`src/rtl/cpu_pkg.sv`:
```
// Shared definitions for the multi-cycle MIPS-subset controller and its helpers.
// Holds opcode/funct constants, ALU op codes, the FSM state encoding, datapath
// select codes, fault codes and the control-strobe bundle.
package cpu_pkg;

    localparam int unsigned OPCODE_W = 6;
    localparam int unsigned FUNCT_W  = 6;
    localparam int unsigned ALU_OP_W = 3;
    localparam int unsigned STATE_W  = 3;
    localparam int unsigned SEL_W    = 2;
    localparam int unsigned FAULT_W  = 2;
    localparam int unsigned INSTR_W  = 32;

    // Opcodes, instruction[31:26]
    localparam logic [OPCODE_W-1:0] OP_RTYPE = 6'h00;
    localparam logic [OPCODE_W-1:0] OP_J     = 6'h02;
    localparam logic [OPCODE_W-1:0] OP_BEQ   = 6'h04;
    localparam logic [OPCODE_W-1:0] OP_ADDI  = 6'h08;
    localparam logic [OPCODE_W-1:0] OP_LW    = 6'h23;
    localparam logic [OPCODE_W-1:0] OP_SW    = 6'h2b;
    localparam logic [OPCODE_W-1:0] OP_HALT  = 6'h3f;

    // R-type funct field, instruction[5:0]
    localparam logic [FUNCT_W-1:0] FN_ADD = 6'h20;
    localparam logic [FUNCT_W-1:0] FN_SLT = 6'h2a;

    // ALU operation codes
    localparam logic [ALU_OP_W-1:0] ALU_ADD = 3'd0;
    localparam logic [ALU_OP_W-1:0] ALU_SLT = 3'd4;
    localparam logic [ALU_OP_W-1:0] ALU_SUB = 3'd6;

    // FSM state encoding; 3'd7 is unused and recovers to FETCH
    typedef enum logic [STATE_W-1:0] {
        ST_FETCH  = 3'd0,
        ST_DECODE = 3'd1,
        ST_EXEC   = 3'd2,
        ST_MEM    = 3'd3,
        ST_WB     = 3'd4,
        ST_HALT   = 3'd5,
        ST_FAULT  = 3'd6
    } state_e;

    // Next-PC select
    localparam logic [SEL_W-1:0] PC_SRC_ALU    = 2'b00;
    localparam logic [SEL_W-1:0] PC_SRC_ALUOUT = 2'b01;
    localparam logic [SEL_W-1:0] PC_SRC_JUMP   = 2'b10;

    // ALU operand selects
    localparam logic ALU_A_PC = 1'b0;
    localparam logic ALU_A_RS = 1'b1;

    localparam logic [SEL_W-1:0] ALU_B_RT      = 2'b00;
    localparam logic [SEL_W-1:0] ALU_B_FOUR    = 2'b01;
    localparam logic [SEL_W-1:0] ALU_B_IMM     = 2'b10;
    localparam logic [SEL_W-1:0] ALU_B_IMM_SH2 = 2'b11;

    // Fault codes
    localparam logic [FAULT_W-1:0] FAULT_NONE    = 2'b00;
    localparam logic [FAULT_W-1:0] FAULT_ILLEGAL = 2'b01;
    localparam logic [FAULT_W-1:0] FAULT_TIMEOUT = 2'b10;

    // Datapath control strobes (alu_op is produced by alu_op_decode)
    typedef struct packed {
        logic             mem_read;
        logic             mem_write;
        logic             iord;
        logic             ir_write;
        logic             pc_write;
        logic             pc_write_cond;
        logic [SEL_W-1:0] pc_src;
        logic             alu_src_a;
        logic [SEL_W-1:0] alu_src_b;
        logic             reg_write;
        logic             reg_dst;
        logic             mem_reg;
    } ctrl_t;

    // True for instructions that proceed from DECODE into EXEC
    function automatic logic is_exec_legal(input logic [OPCODE_W-1:0] opcode,
                                           input logic [FUNCT_W-1:0]  funct);
        logic legal;
        legal = 1'b0;
        case (opcode)
            OP_RTYPE: legal = (funct == FN_ADD) || (funct == FN_SLT);
            OP_BEQ, OP_LW, OP_SW, OP_ADDI, OP_J: legal = 1'b1;
            default: legal = 1'b0;
        endcase
        return legal;
    endfunction

endpackage

```
`src/rtl/alu_op_decode.sv`:
```
// ALU operation decode shared by the multi-cycle and pipelined control.
// Ports:
//   state_i  : current controller state
//   opcode_i : instruction opcode field
//   funct_i  : R-type funct field
//   alu_op_o : ALU operation (add / slt / sub)
module alu_op_decode
    import cpu_pkg::*;
(
    input  state_e                state_i,
    input  logic [OPCODE_W-1:0]   opcode_i,
    input  logic [FUNCT_W-1:0]    funct_i,
    output logic [ALU_OP_W-1:0]   alu_op_o
);

    // Only EXEC does anything other than add (PC+4, branch target, address calc)
    always_comb begin
        alu_op_o = ALU_ADD;
        if (state_i == ST_EXEC) begin
            case (opcode_i)
                OP_RTYPE: if (funct_i == FN_SLT) alu_op_o = ALU_SLT;
                OP_BEQ:   alu_op_o = ALU_SUB;
                default:  alu_op_o = ALU_ADD;
            endcase
        end
    end

endmodule

```
`src/rtl/multicycle_controller.sv`:
```
// Multi-cycle sequencer for the MIPS-subset datapath (add, slt, beq, lw, sw,
// addi, j, halt). Steps each instruction through FETCH/DECODE/EXEC/MEM/WB,
// stalls on mem_ready and traps on illegal instructions or memory timeout.
// Ports:
//   clk, rst          : clock, synchronous active-high reset
//   instruction       : current IR contents
//   mem_ready         : memory completes the requested access this cycle
//   alu_zero          : ALU zero flag (consumed by datapath PC-write gating)
//   mem_read/write    : memory request strobes
//   iord              : memory address select (0 PC, 1 ALUOut)
//   ir_write          : IR load
//   pc_write(_cond)   : PC load, unconditional / qualified by alu_zero
//   pc_src            : next-PC select
//   alu_src_a/b,alu_op: ALU operand selects and operation
//   reg_write,reg_dst : register file write enable / destination select
//   mem_reg           : writeback source select
//   halted, fault     : terminal status
//   state             : current state for debug
module multicycle_controller
    import cpu_pkg::*;
#(
    parameter int unsigned MAX_WAIT = 15
) (
    input  logic                 clk,
    input  logic                 rst,
    input  logic [INSTR_W-1:0]   instruction,
    input  logic                 mem_ready,
    input  logic                 alu_zero,
    output logic                 mem_read,
    output logic                 mem_write,
    output logic                 iord,
    output logic                 ir_write,
    output logic                 pc_write,
    output logic                 pc_write_cond,
    output logic [SEL_W-1:0]     pc_src,
    output logic                 alu_src_a,
    output logic [SEL_W-1:0]     alu_src_b,
    output logic [ALU_OP_W-1:0]  alu_op,
    output logic                 reg_write,
    output logic                 reg_dst,
    output logic                 mem_reg,
    output logic                 halted,
    output logic [FAULT_W-1:0]   fault,
    output logic [STATE_W-1:0]   state
);

    localparam int unsigned WAIT_W = $clog2(MAX_WAIT + 1);

    state_e               state_q, state_d;
    logic [WAIT_W-1:0]    wait_q, wait_d;
    logic [FAULT_W-1:0]   fault_q, fault_d;
    logic [WAIT_W-1:0]    wait_inc;
    logic                 wait_expired;
    logic [OPCODE_W-1:0]  opcode;
    logic [FUNCT_W-1:0]   funct;
    ctrl_t                ctrl_c;
    logic                 unused_c;

    assign opcode = instruction[31:26];
    assign funct  = instruction[5:0];

    // alu_zero is applied by the datapath to pc_write_cond; the middle IR
    // fields are datapath-only as well
    assign unused_c = ^{alu_zero, instruction[25:6]};

    // The wait that would make this the MAX_WAIT-th not-ready cycle times out;
    // mem_ready in that same cycle still wins
    assign wait_inc     = wait_q + WAIT_W'(1);
    assign wait_expired = !mem_ready && (wait_inc == WAIT_W'(MAX_WAIT));

    // State, wait counter and sticky fault registers
    always_ff @(posedge clk) begin
        if (rst) begin
            state_q <= ST_FETCH;
            wait_q  <= '0;
            fault_q <= FAULT_NONE;
        end else begin
            state_q <= state_d;
            wait_q  <= wait_d;
            fault_q <= fault_d;
        end
    end

    // Next-state, wait counter and fault update
    always_comb begin
        state_d = state_q;
        wait_d  = '0;
        fault_d = fault_q;
        case (state_q)
            ST_FETCH: begin
                if (mem_ready) begin
                    state_d = ST_DECODE;
                end else if (wait_expired) begin
                    state_d = ST_FAULT;
                    fault_d = FAULT_TIMEOUT;
                end else begin
                    wait_d = wait_inc;
                end
            end
            ST_DECODE: begin
                if (opcode == OP_HALT) begin
                    state_d = ST_HALT;
                end else if (is_exec_legal(opcode, funct)) begin
                    state_d = ST_EXEC;
                end else begin
                    state_d = ST_FAULT;
                    fault_d = FAULT_ILLEGAL;
                end
            end
            ST_EXEC: begin
                case (opcode)
                    OP_RTYPE, OP_ADDI: state_d = ST_WB;
                    OP_LW, OP_SW:      state_d = ST_MEM;
                    default:           state_d = ST_FETCH;
                endcase
            end
            ST_MEM: begin
                if (mem_ready) begin
                    state_d = (opcode == OP_LW) ? ST_WB : ST_FETCH;
                end else if (wait_expired) begin
                    state_d = ST_FAULT;
                    fault_d = FAULT_TIMEOUT;
                end else begin
                    wait_d = wait_inc;
                end
            end
            ST_WB:    state_d = ST_FETCH;
            ST_HALT:  state_d = ST_HALT;
            ST_FAULT: state_d = ST_FAULT;
            default:  state_d = ST_FETCH;
        endcase
    end

    // Per-state datapath control; everything not set here stays 0
    always_comb begin
        ctrl_c = '0;
        case (state_q)
            ST_FETCH: begin
                ctrl_c.mem_read  = 1'b1;
                ctrl_c.iord      = 1'b0;
                ctrl_c.alu_src_a = ALU_A_PC;
                ctrl_c.alu_src_b = ALU_B_FOUR;
                ctrl_c.pc_src    = PC_SRC_ALU;
                ctrl_c.ir_write  = mem_ready;
                ctrl_c.pc_write  = mem_ready;
            end
            ST_DECODE: begin
                ctrl_c.alu_src_a = ALU_A_PC;
                ctrl_c.alu_src_b = ALU_B_IMM_SH2;
            end
            ST_EXEC: begin
                case (opcode)
                    OP_RTYPE: begin
                        ctrl_c.alu_src_a = ALU_A_RS;
                        ctrl_c.alu_src_b = ALU_B_RT;
                    end
                    OP_LW, OP_SW, OP_ADDI: begin
                        ctrl_c.alu_src_a = ALU_A_RS;
                        ctrl_c.alu_src_b = ALU_B_IMM;
                    end
                    OP_BEQ: begin
                        ctrl_c.alu_src_a     = ALU_A_RS;
                        ctrl_c.alu_src_b     = ALU_B_RT;
                        ctrl_c.pc_write_cond = 1'b1;
                        ctrl_c.pc_src        = PC_SRC_ALUOUT;
                    end
                    OP_J: begin
                        ctrl_c.pc_write = 1'b1;
                        ctrl_c.pc_src   = PC_SRC_JUMP;
                    end
                    default: ctrl_c = '0;
                endcase
            end
            ST_MEM: begin
                ctrl_c.iord      = 1'b1;
                ctrl_c.mem_read  = (opcode == OP_LW);
                ctrl_c.mem_write = (opcode == OP_SW);
            end
            ST_WB: begin
                ctrl_c.reg_write = 1'b1;
                ctrl_c.reg_dst   = (opcode == OP_RTYPE);
                ctrl_c.mem_reg   = (opcode == OP_LW);
            end
            default: ctrl_c = '0;
        endcase
    end

    alu_op_decode u_alu_op_decode (
        .state_i  (state_q),
        .opcode_i (opcode),
        .funct_i  (funct),
        .alu_op_o (alu_op)
    );

    assign mem_read      = ctrl_c.mem_read;
    assign mem_write     = ctrl_c.mem_write;
    assign iord          = ctrl_c.iord;
    assign ir_write      = ctrl_c.ir_write;
    assign pc_write      = ctrl_c.pc_write;
    assign pc_write_cond = ctrl_c.pc_write_cond;
    assign pc_src        = ctrl_c.pc_src;
    assign alu_src_a     = ctrl_c.alu_src_a;
    assign alu_src_b     = ctrl_c.alu_src_b;
    assign reg_write     = ctrl_c.reg_write;
    assign reg_dst       = ctrl_c.reg_dst;
    assign mem_reg       = ctrl_c.mem_reg;
    assign halted        = (state_q == ST_HALT);
    assign fault         = fault_q;
    assign state         = state_q;

endmodule

```
`config.mk`:
```
export PLATFORM = sky130hd
export DESIGN_NAME = multicycle_controller
export DESIGN_NICKNAME = d
export VERILOG_FILES = /design/src/rtl/cpu_pkg.sv /design/src/rtl/alu_op_decode.sv /design/src/rtl/multicycle_controller.sv
export SDC_FILE = /design/constraint.sdc
export NUM_CORES = 1
export LEC_CHECK = 0
export CAP_MARGIN = 20
export CORE_ASPECT_RATIO = 1.5
export CORE_UTILIZATION = 36
export DETAILED_ROUTE_END_ITERATION = 6
export PLACE_DENSITY = 0.95
export SYNTH_ARGS = -nofsm -noshare
export SYNTH_HDL_FRONTEND = slang
export SYNTH_SLANG_ARGS = --single-unit
export TNS_END_PERCENT = 20
```
`constraint.sdc`:
```
create_clock -name clk -period 2.8 [get_ports clk]
set_input_delay 0.56 -clock clk [delete_from_list [all_inputs] [get_ports clk]]
set_output_delay 0.56 -clock clk [all_outputs]
set_load 0.1 [all_outputs]
```
* Word-level counts from Yosys, hierarchy flattened
Cells that the tools add are included.
** Word-level totals
- Register bits after elaboration :: 9
- Input bits :: 36
- Output and inout bits :: 23
- Word-level logic and storage cells :: 69
** Cells by class
- Add/sub/neg operators :: 1
- Equal/unequal tests :: 19
- Mux-type cells :: 31
- Bitwise logic cells :: 1
- Reductions and logical operators :: 14
** Operators with widths (count)
- equality test 6 bit, second input constant :: 5
- two-way mux 3 bit :: 9
- one-hot mux 3 bit (2 select lines) :: 3
- one-hot mux 3 bit (6 select lines) :: 1
- one-hot mux 2 bit (2 select lines) :: 3
- two-way mux 2 bit :: 5
- equality test 3 bit, second input constant :: 3
- one-hot mux 3 bit (3 select lines) :: 1
- OR reduction 2 bit :: 4
- two-way mux 1 bit :: 7
- equality test 3 x 2 -> 1 bit, second input constant :: 2
- equality test 6 x 2 -> 1 bit, second input constant :: 1
- equality test 6 x 3 -> 1 bit, second input constant :: 1
- equality test 6 x 4 -> 1 bit, second input constant :: 1
- zero test 6 bit :: 1
- inequality test 2 bit, second input constant :: 3
- AND reduction 5 bit :: 1
- OR reduction 5 bit :: 1
- adder 4 x 1 -> 4 bit, second input constant :: 1
- equality test 4 bit, second input constant :: 1
- one-hot mux 1 bit (2 select lines) :: 2
- OR reduction 4 bit :: 1
- equality test 3 x 1 -> 1 bit, second input constant :: 1
- zero test 3 bit :: 1
- 7 further kinds :: 7

* Logic depth before layout (Yosys ltp)
- Word-level depth :: 8
- Mapped depth :: 7

* Cells and area by module
Synthesis repeated with hierarchy kept, for this count alone.
** Unflattened totals
- Cell total of the unflattened synthesis :: 119
- Area, all modules :: 854.6 µm²
** By module, submodules not included
- multicycle_controller :: instances 1, cells each 109, area an instance 782.0 µm², sequential area each 180.2 µm²
- alu_op_decode :: instances 1, cells each 10, area an instance 72.6 µm², sequential area each 0.0 µm²

* Worst setup path after synthesis
No wires, ideal clock.
- Path kind :: reg2out
- Start :: register state_q[1], in the netlist state[1]
- End :: output port pc_write
- Arrival :: 4359 ps
- Path slack :: -2119 ps
- Stages on the path, launching flop included :: 5
- Path buffers :: 0
- Cells stage by stage :: dfxtp_1 > nand2b_1 > or3_1 > nor3_1 > or2_2
** On the way
- Longest elaborated chain between the ends :: 2
** RTL lines
- from (decl) :: RTL line multicycle_controller.sv:49 : state_e state_q, state_d;
- from (signal assigned) :: RTL line multicycle_controller.sv:78 : state_q <= state_d;
- equality test 3 x 2 -> 1 bit or zero test 3 bit (tied branches) :: RTL line multicycle_controller.sv:137 : case (state_q)
- one-hot mux 2 bit (2 select lines) * :: RTL line multicycle_controller.sv:137
- to (decl) :: RTL line multicycle_controller.sv:33 : output logic pc_write,
Mark *: on every way between the ends. The rest lies on a longest branch, timed or not.

* Worst setup path after layout
- Start :: input port instruction[31]
- End :: output port mem_read
** On the way
- Longest elaborated chain between the ends :: 2
** RTL lines
- from (decl) :: RTL line multicycle_controller.sv:26 : input logic [INSTR_W-1:0] instruction,
- equality test 6 bit :: RTL line multicycle_controller.sv:176 : ctrl_c.mem_read = (opcode == OP_LW);
- one-hot mux 1 bit (2 select lines) :: RTL line multicycle_controller.sv:137
- to (decl) :: RTL line multicycle_controller.sv:29 : output logic mem_read,
No other way between the ends.

==> impl_metrics.json <==
{
  "yosysUniqueCellTypes": 45,
  "cp-end-kind": "primary output",
  "yosys_warnings": 0,
  "seqPwrFrac_pct": 26.0,
  "place_congestion": 0.8523,
  "crit_start": "instruction[31]",
  "drt_iter0_markers": 20,
  "slowest_stage": "clkdlybuf4s50_1",
  "post_cts_buffers": 0,
  "syn_nets": 154,
  "skew_ps": 1.246,
  "peakVddDrop_mv": 0.3458,
  "ys_seq_area_share_pct": 22.57,
  "num_rows": 20,
  "synth_top_area_share_pct": 22.57,
  "synthTopCellsByArea": "dfxtp_1 23%, nor2_1 8.5%, a21oi_1 5.6%",
  "numCtsBuffers": 3,
  "postCtsHoldBufs": 0,
  "synth_area_um2": 798.3,
  "yosysTopAreaCell": "dfxtp_1",
  "num-fill-cells": 161,
  "hold_viol_final": 0,
  "syn2layout_area_growth_pct": 76.33,
  "reg2reg_setup_slack_ps": 1120,
  "avgSynthCellArea_um2": 6.882,
  "p_int_uw": 305.9,
  "drc": 0,
  "io_pins": 59,
  "arrival_ps": 2230,
  "grtUsageTotal_pct": 24.64,
  "portBuffers": 36,
  "num_antenna_cells": 0,
  "ant_nets": 0,
  "drt-total-wl_mm": 2.618,
  "first_pass_iters": 4,
  "dp_hpwl_mm": 2.205,
  "cts_sinks": 9,
  "p_comb_share_pct": 57.6,
  "start_util_pct": 38.90,
  "drive_gt1_share_pct": 36.08,
  "r2r_cells": 6,
  "routedWlPerCell_um": 14.54,
  "critical_path_peak_fanout": 4,
  "r2r_end": "wait_q[3]$_SDFF_PP0_",
  "layout.nets": 197,
  "vias_per_cell": 5.667,
  "dieArea_mm2": 0.002414,
  "cpPeakStageDelay_ps": 550,
  "clk_pin_slew_worst_paths_ps": 60,
  "postSynthCellCount": 116,
  "fin_crit_sh_pct": 99.51,
  "grt_remaining_overflow": 0,
  "grt_pass1_vias": 1066,
  "clockPowerShare_pct": 16.4,
  "grt_pass1_wl_mm": 4.195,
  "path_cells": "clkdlybuf4s50_1 > nand3_1 > nor4_1 > and3_1 > nor2_1 > nor2_2 > buf_12",
  "cts_buffer_depth": 2,
  "finalMaxSlewViolations": 0,
  "die_h_um": 59.67,
  "async_reset_ff_share_pct": 0,
  "tritoncts": "done",
  "tightest_slew_ps": 647.1,
  "switchingPower_uw": 308.7,
  "setup.worst_path.end": "mem_read",
  "synth_edf_count": 0,
  "cp.required_ps": 2240,
  "maxCapViolCount": 0,
  "status": "finished, final reports clean",
  "synth_ff_type": "dfxtp_1",
  "leakage_uw": 0.0005737,
  "slew_headroom_pct": 56.80,
  "fin_util_pct": 68.60,
  "antenna_found_initial": 0,
  "max_freq_mhz": 358.9,
  "synth-seq-cells": 9,
  "setup_violations": 0,
  "netSwitchingFraction_pct": 50.22,
  "critPathKind": "in -> out",
  "die_w_um": 40.45,
  "core_area_mm2": 0.002052,
  "htree_levels": 1,
  "fin_crit_ps": 2786,
  "rsz0062_at_grt": "no",
  "hold_ws_ps": 483.1,
  "worstSkewPairLatency_ps": 260,
  "grt_max_degree": 18,
  "hold_path_class": "reg -> reg",
  "routed-via-count": 1020,
  "r2r-start": "wait_q[0]$_SDFF_PP0_",
  "clock-root-buffer": "clkbuf_4",
  "startpoint_type": "primary input",
  "power_density_mw_per_mm2": 436.6
}
[cells in the final DEF, fill, tap and decap left out, types with 2 or more instances in the layout]
| cell type | instances |
|---|---|
| buf_4 | 18 |
| nor2_1 | 14 |
| buf_12 | 13 |
| clkdlybuf4s50_1 | 12 |
| nand2_1 | 10 |
| a21oi_1 | 7 |
| dfxtp_1 | 7 |
| inv_1 | 5 |
| nand3_1 | 5 |
| nor2_2 | 4 |
| nor3_1 | 4 |
| nand2b_1 | 3 |
| a21oi_2 | 3 |
| clkbuf_4 | 3 |
| nor3_2 | 2 |
| nor3_4 | 2 |
| and3_1 | 2 |
| a31oi_1 | 2 |
| o21a_1 | 2 |
| xor2_1 | 2 |
| o211ai_1 | 2 |
| a211oi_1 | 2 |
| ha_1 | 2 |
| dlymetal6s2s_1 | 2 |
| dfxtp_2 | 2 |
[stage by stage]
stage                     worst slack, ps  TNS [ps]  cell area, um^2  instances  total power, uW
after global placement              97.76         0             1376        176            507.6
final                               13.81         0             1408        180            614.6
after global routing                17.17         0             1408        180            640.7
after floorplan                    -319.7     -1514            852.1        116            401.8
after CTS                           31.55         0             1403        180            615.5
after detailed placement            31.76         0             1376        176            515.9
[layer usage]
layer	up-vias	share of wire, %	track usage, %	routed length [um]
li1	493	-	-	-
met1	469	35	21.99	910
met2	46	57	46.49	1481
met3	12	5.1	3.346	134
met4	0	3.5	15.71	92
met5	-	0	0	0
[cell type report]
class	instances	area, um^2	share of cell area [%]
Tap cell	22	27.53	1.956
Timing Repair Buffer	45	540.5	38.40
Multi-Input combinational cell	95	611.8	43.47
Inverter	5	18.77	1.333
Sequential cell	9	182.7	12.98
Clock buffer	4	26.28	1.867
[power by group through the flow]
stage          Sequential (uW)  Combinational, uW  Clock, uW
2_1_floorplan              195                207          0
3_3_place_gp               161                346          0
3_5_place_dp               162                354          0
4_1_cts                    159                354        102
5_1_grt                    162                370        108
6_report                   160                354        101
[kinds of logic after synthesis]
family / Yosys count / synth area share (%)
AO/OA/AOI/OAI: 26 / 21.31
adder cells (fa/ha/maj): 2 / 3.134
XOR/XNOR: 3 / 3.292
AND/OR/NAND/NOR: 63 / 42.01
buffers and inverters: 12 / 7.208
other: 1 / 0.4698
flip-flops: 9 / 22.57
[critical path, delay by kind of cell]
| kind | cells | cell delay [ps] |
|---|---|---|
| buffers and inverters | 2 | 740 |
| AND/OR/NAND/NOR | 5 | 930 |
[cells in the mapped netlist (2+ instances only)]
library cell,number
nor2_1,18
nand2_1,10
a21oi_1,9
dfxtp_1,9
nor3_1,6
inv_1,5
nand3_1,5
and3_1,3
buf_2,3
nand2b_1,3
a211oi_1,2
a31oi_1,2
buf_4,2
ha_1,2
nor2b_1,2
nor3_2,2
o211ai_1,2
o21a_1,2
or2_2,2
xor2_1,2
[how the worst min path moves through the flow]
stage | startpoint | end | slack [ps] | cells after the start
6_report | wait_q[0]$_SDFF_PP0_ | wait_q[0]$_SDFF_PP0_ | 480 | 1
3_5_place_dp | wait_q[0]$_SDFF_PP0_ | wait_q[0]$_SDFF_PP0_ | 470 | 1
4_1_cts | wait_q[0]$_SDFF_PP0_ | wait_q[0]$_SDFF_PP0_ | 480 | 1
3_3_place_gp | wait_q[0]$_SDFF_PP0_ | wait_q[0]$_SDFF_PP0_ | 450 | 1
2_1_floorplan | wait_q[0]$_SDFF_PP0_ | wait_q[0]$_SDFF_PP0_ | 440 | 1
5_1_grt | wait_q[0]$_SDFF_PP0_ | wait_q[0]$_SDFF_PP0_ | 500 | 1
[timing repair]
| item | in CTS | in global routing |
|---|---|---|
| resized for setup | 0 | 2 |
| endpoints found under the hold margin | 0 | 0 |
| endpoints found under the setup margin | 0 | 2 |
[sequential cells by signal, indices dropped and copies added (netlist names)]
register,flops
fault,2
state,3
wait_q,4
No activity file was read; power rests on OpenSTA's default activity.
==> edit: new RTL, same settings <==
Change the package constant `FAULT_W` from 2 to 3.
--- a/src/rtl/cpu_pkg.sv
+++ b/src/rtl/cpu_pkg.sv
@@ -8,7 +8,7 @@
     localparam int unsigned ALU_OP_W = 3;
     localparam int unsigned STATE_W  = 3;
     localparam int unsigned SEL_W    = 2;
-    localparam int unsigned FAULT_W  = 2;
+    localparam int unsigned FAULT_W  = 3;
     localparam int unsigned INSTR_W  = 32;
 
     // Opcodes, instruction[31:26]
Interface: changed (resized fault); port bits go from 59 to 60. No check against the original RTL was run, so the function may have changed too.
==> edit against the unedited design <==
Count of clock-buffer cells in the layout is the same. Synthesized cell count decreased by 6.9%. Power down 11%. Cell area grew 5.5%. Wire length fell by 4.1%. Worst setup slack better by 0.030 ns. Sequential cell count unchanged. Area after synthesis up 0.78%. Utilization rose by 2.9 points. Largest cell class unchanged.
==> edit: results (changes against the unedited design) <==
[finish]
clk_share_pct = 1.77  ; was 1.87%
layout-drive-gt1-share_pct = 38.5  ; was 36.1%
multi_input_cells = 86  ; was 95
multi_input_area_um2 = 641  ; was 612 µm²
buffers_excl_clock = 51  ; was 45
fin_nets = 195  ; was 197
layout.cells.non_filler = 178  ; was 180
top_register = wait_q  ; unchanged
buffer_area_share_pct = 38.9  ; was 38.4%
fillers = 149  ; was 161
inv_count = 6  ; was 5

[power]
p_leak_nw = 0.618  ; was 0.574 nW
max-vdd-ir-drop_v = 0.000299  ; was 0.000346 V

[run_status]
status = finished clean  ; unchanged

[routing]
routed-wl-met3_um = 172  ; was 134 µm
wl_met1_um = 857  ; was 910 µm
wirelength_um = 2510  ; was 2620 µm
wl_met2_um = 1390  ; was 1480 µm
initialDrtViolationCount = 9  ; was 20
via_per_inst = 5.63  ; was 5.67

[logic_synthesis]
yosys-top-cells-area = dfxtp_1, nor2_1, a21oi_1  ; unchanged
synthAdderAreaFrac_pct = 3.11  ; was 3.13%
avgSynthCellArea_um2 = 7.45  ; was 6.88 µm²
synthMuxAreaShare_pct = 1.24  ; was 0%
synth-compound-area-share_pct = 23.2  ; was 21.3%
yosys-top-cells-count = nor2_1, dfxtp_1, a21oi_1, inv_1, nand2_1  ; was nor2_1, nand2_1, a21oi_1, dfxtp_1, nor3_1
seq_area_frac_synth_pct = 22.4  ; was 22.6%
synth_cell_types = 41  ; was 45
synth_xor_area_share_pct = 3.27  ; was 3.29%

[worst_setup_path]
crit_path_start = instruction[26]  ; was instruction[31]
worstPathArrival_ns = 2.20  ; was 2.23 ns
r2r-end = wait_q[2]  ; was wait_q[3]
worst-r2r-setup-slack_ns = 1.06  ; was 1.12 ns

[global_routing]
antenna_found_initial = 0  ; unchanged
grt_pass1_wl_um = 4130  ; was 4200 µm
grt_pass1_vias = 1059  ; was 1,066
grt_util_met1_pct = 20.2  ; was 22.0%
grt_max_degree = 22  ; was 18
use_met2_pct = 46.0  ; was 46.5%
use_met3_pct = 3.72  ; was 3.35%
grt_use_total_pct = 24.3  ; was 24.6%

[sta]
slew_headroom_pct = 63.8  ; was 56.8%
fin_worst_skew_ns = 0.00545  ; was 0.00125 ns
period_share_pct = 98.4  ; was 99.5%

[clocking]
postCtsSetupBuffers = 0  ; unchanged
ctsResizeCount = 10  ; was 0

[place]
pre_cts_slack_ns = -0.219  ; was 0.0318 ns
place_hpwl_um = 2120  ; was 2210 µm
place_congestion = 0.921  ; was 0.852
dp_cells = 174  ; was 176

[hold_path]
min_to = wait_q[0]  ; unchanged
hp-start = wait_q[0]  ; unchanged

==> edit: cell count changes after synthesis, moves of 3 or more <==
cell,change
nor2_1,-8
clkbuf_1,+3
a22o_1,+3
nor4b_1,+3
nand3_1,-4
nor4_1,+3
nand2_1,-4
==> edit: where the power goes <==
group	internal, W	switching (W)	total [W]
logic	0.0000978	0.000198	0.000296
registers	0.000135	0.0000159	0.000151
clock network	0.0000551	0.0000478	0.000103
total	0.000288	0.000262	0.000550
==> edit: through the flow <==
step	cell area, µm²	total power (W)	setup TNS, ns	hold slack (ns)
3_3_place_gp	1460	0.000444	-0.967	0.457
6_report	1490	0.000550	0	0.497
3_5_place_dp	1460	0.000451	-1.25	0.486
5_1_grt	1490	0.000570	0	0.526
2_1_floorplan	900	0.000352	-4.29	0.442
4_1_cts	1490	0.000555	0	0.495
==> edit: worst max-delay path, cell delays in order <==
cell             delay (ns)
clkdlybuf4s15_1        0.20
or4_4                  0.49
or2_4                  0.30
buf_6                  0.13
nor4b_4                0.30
buf_12                 0.21
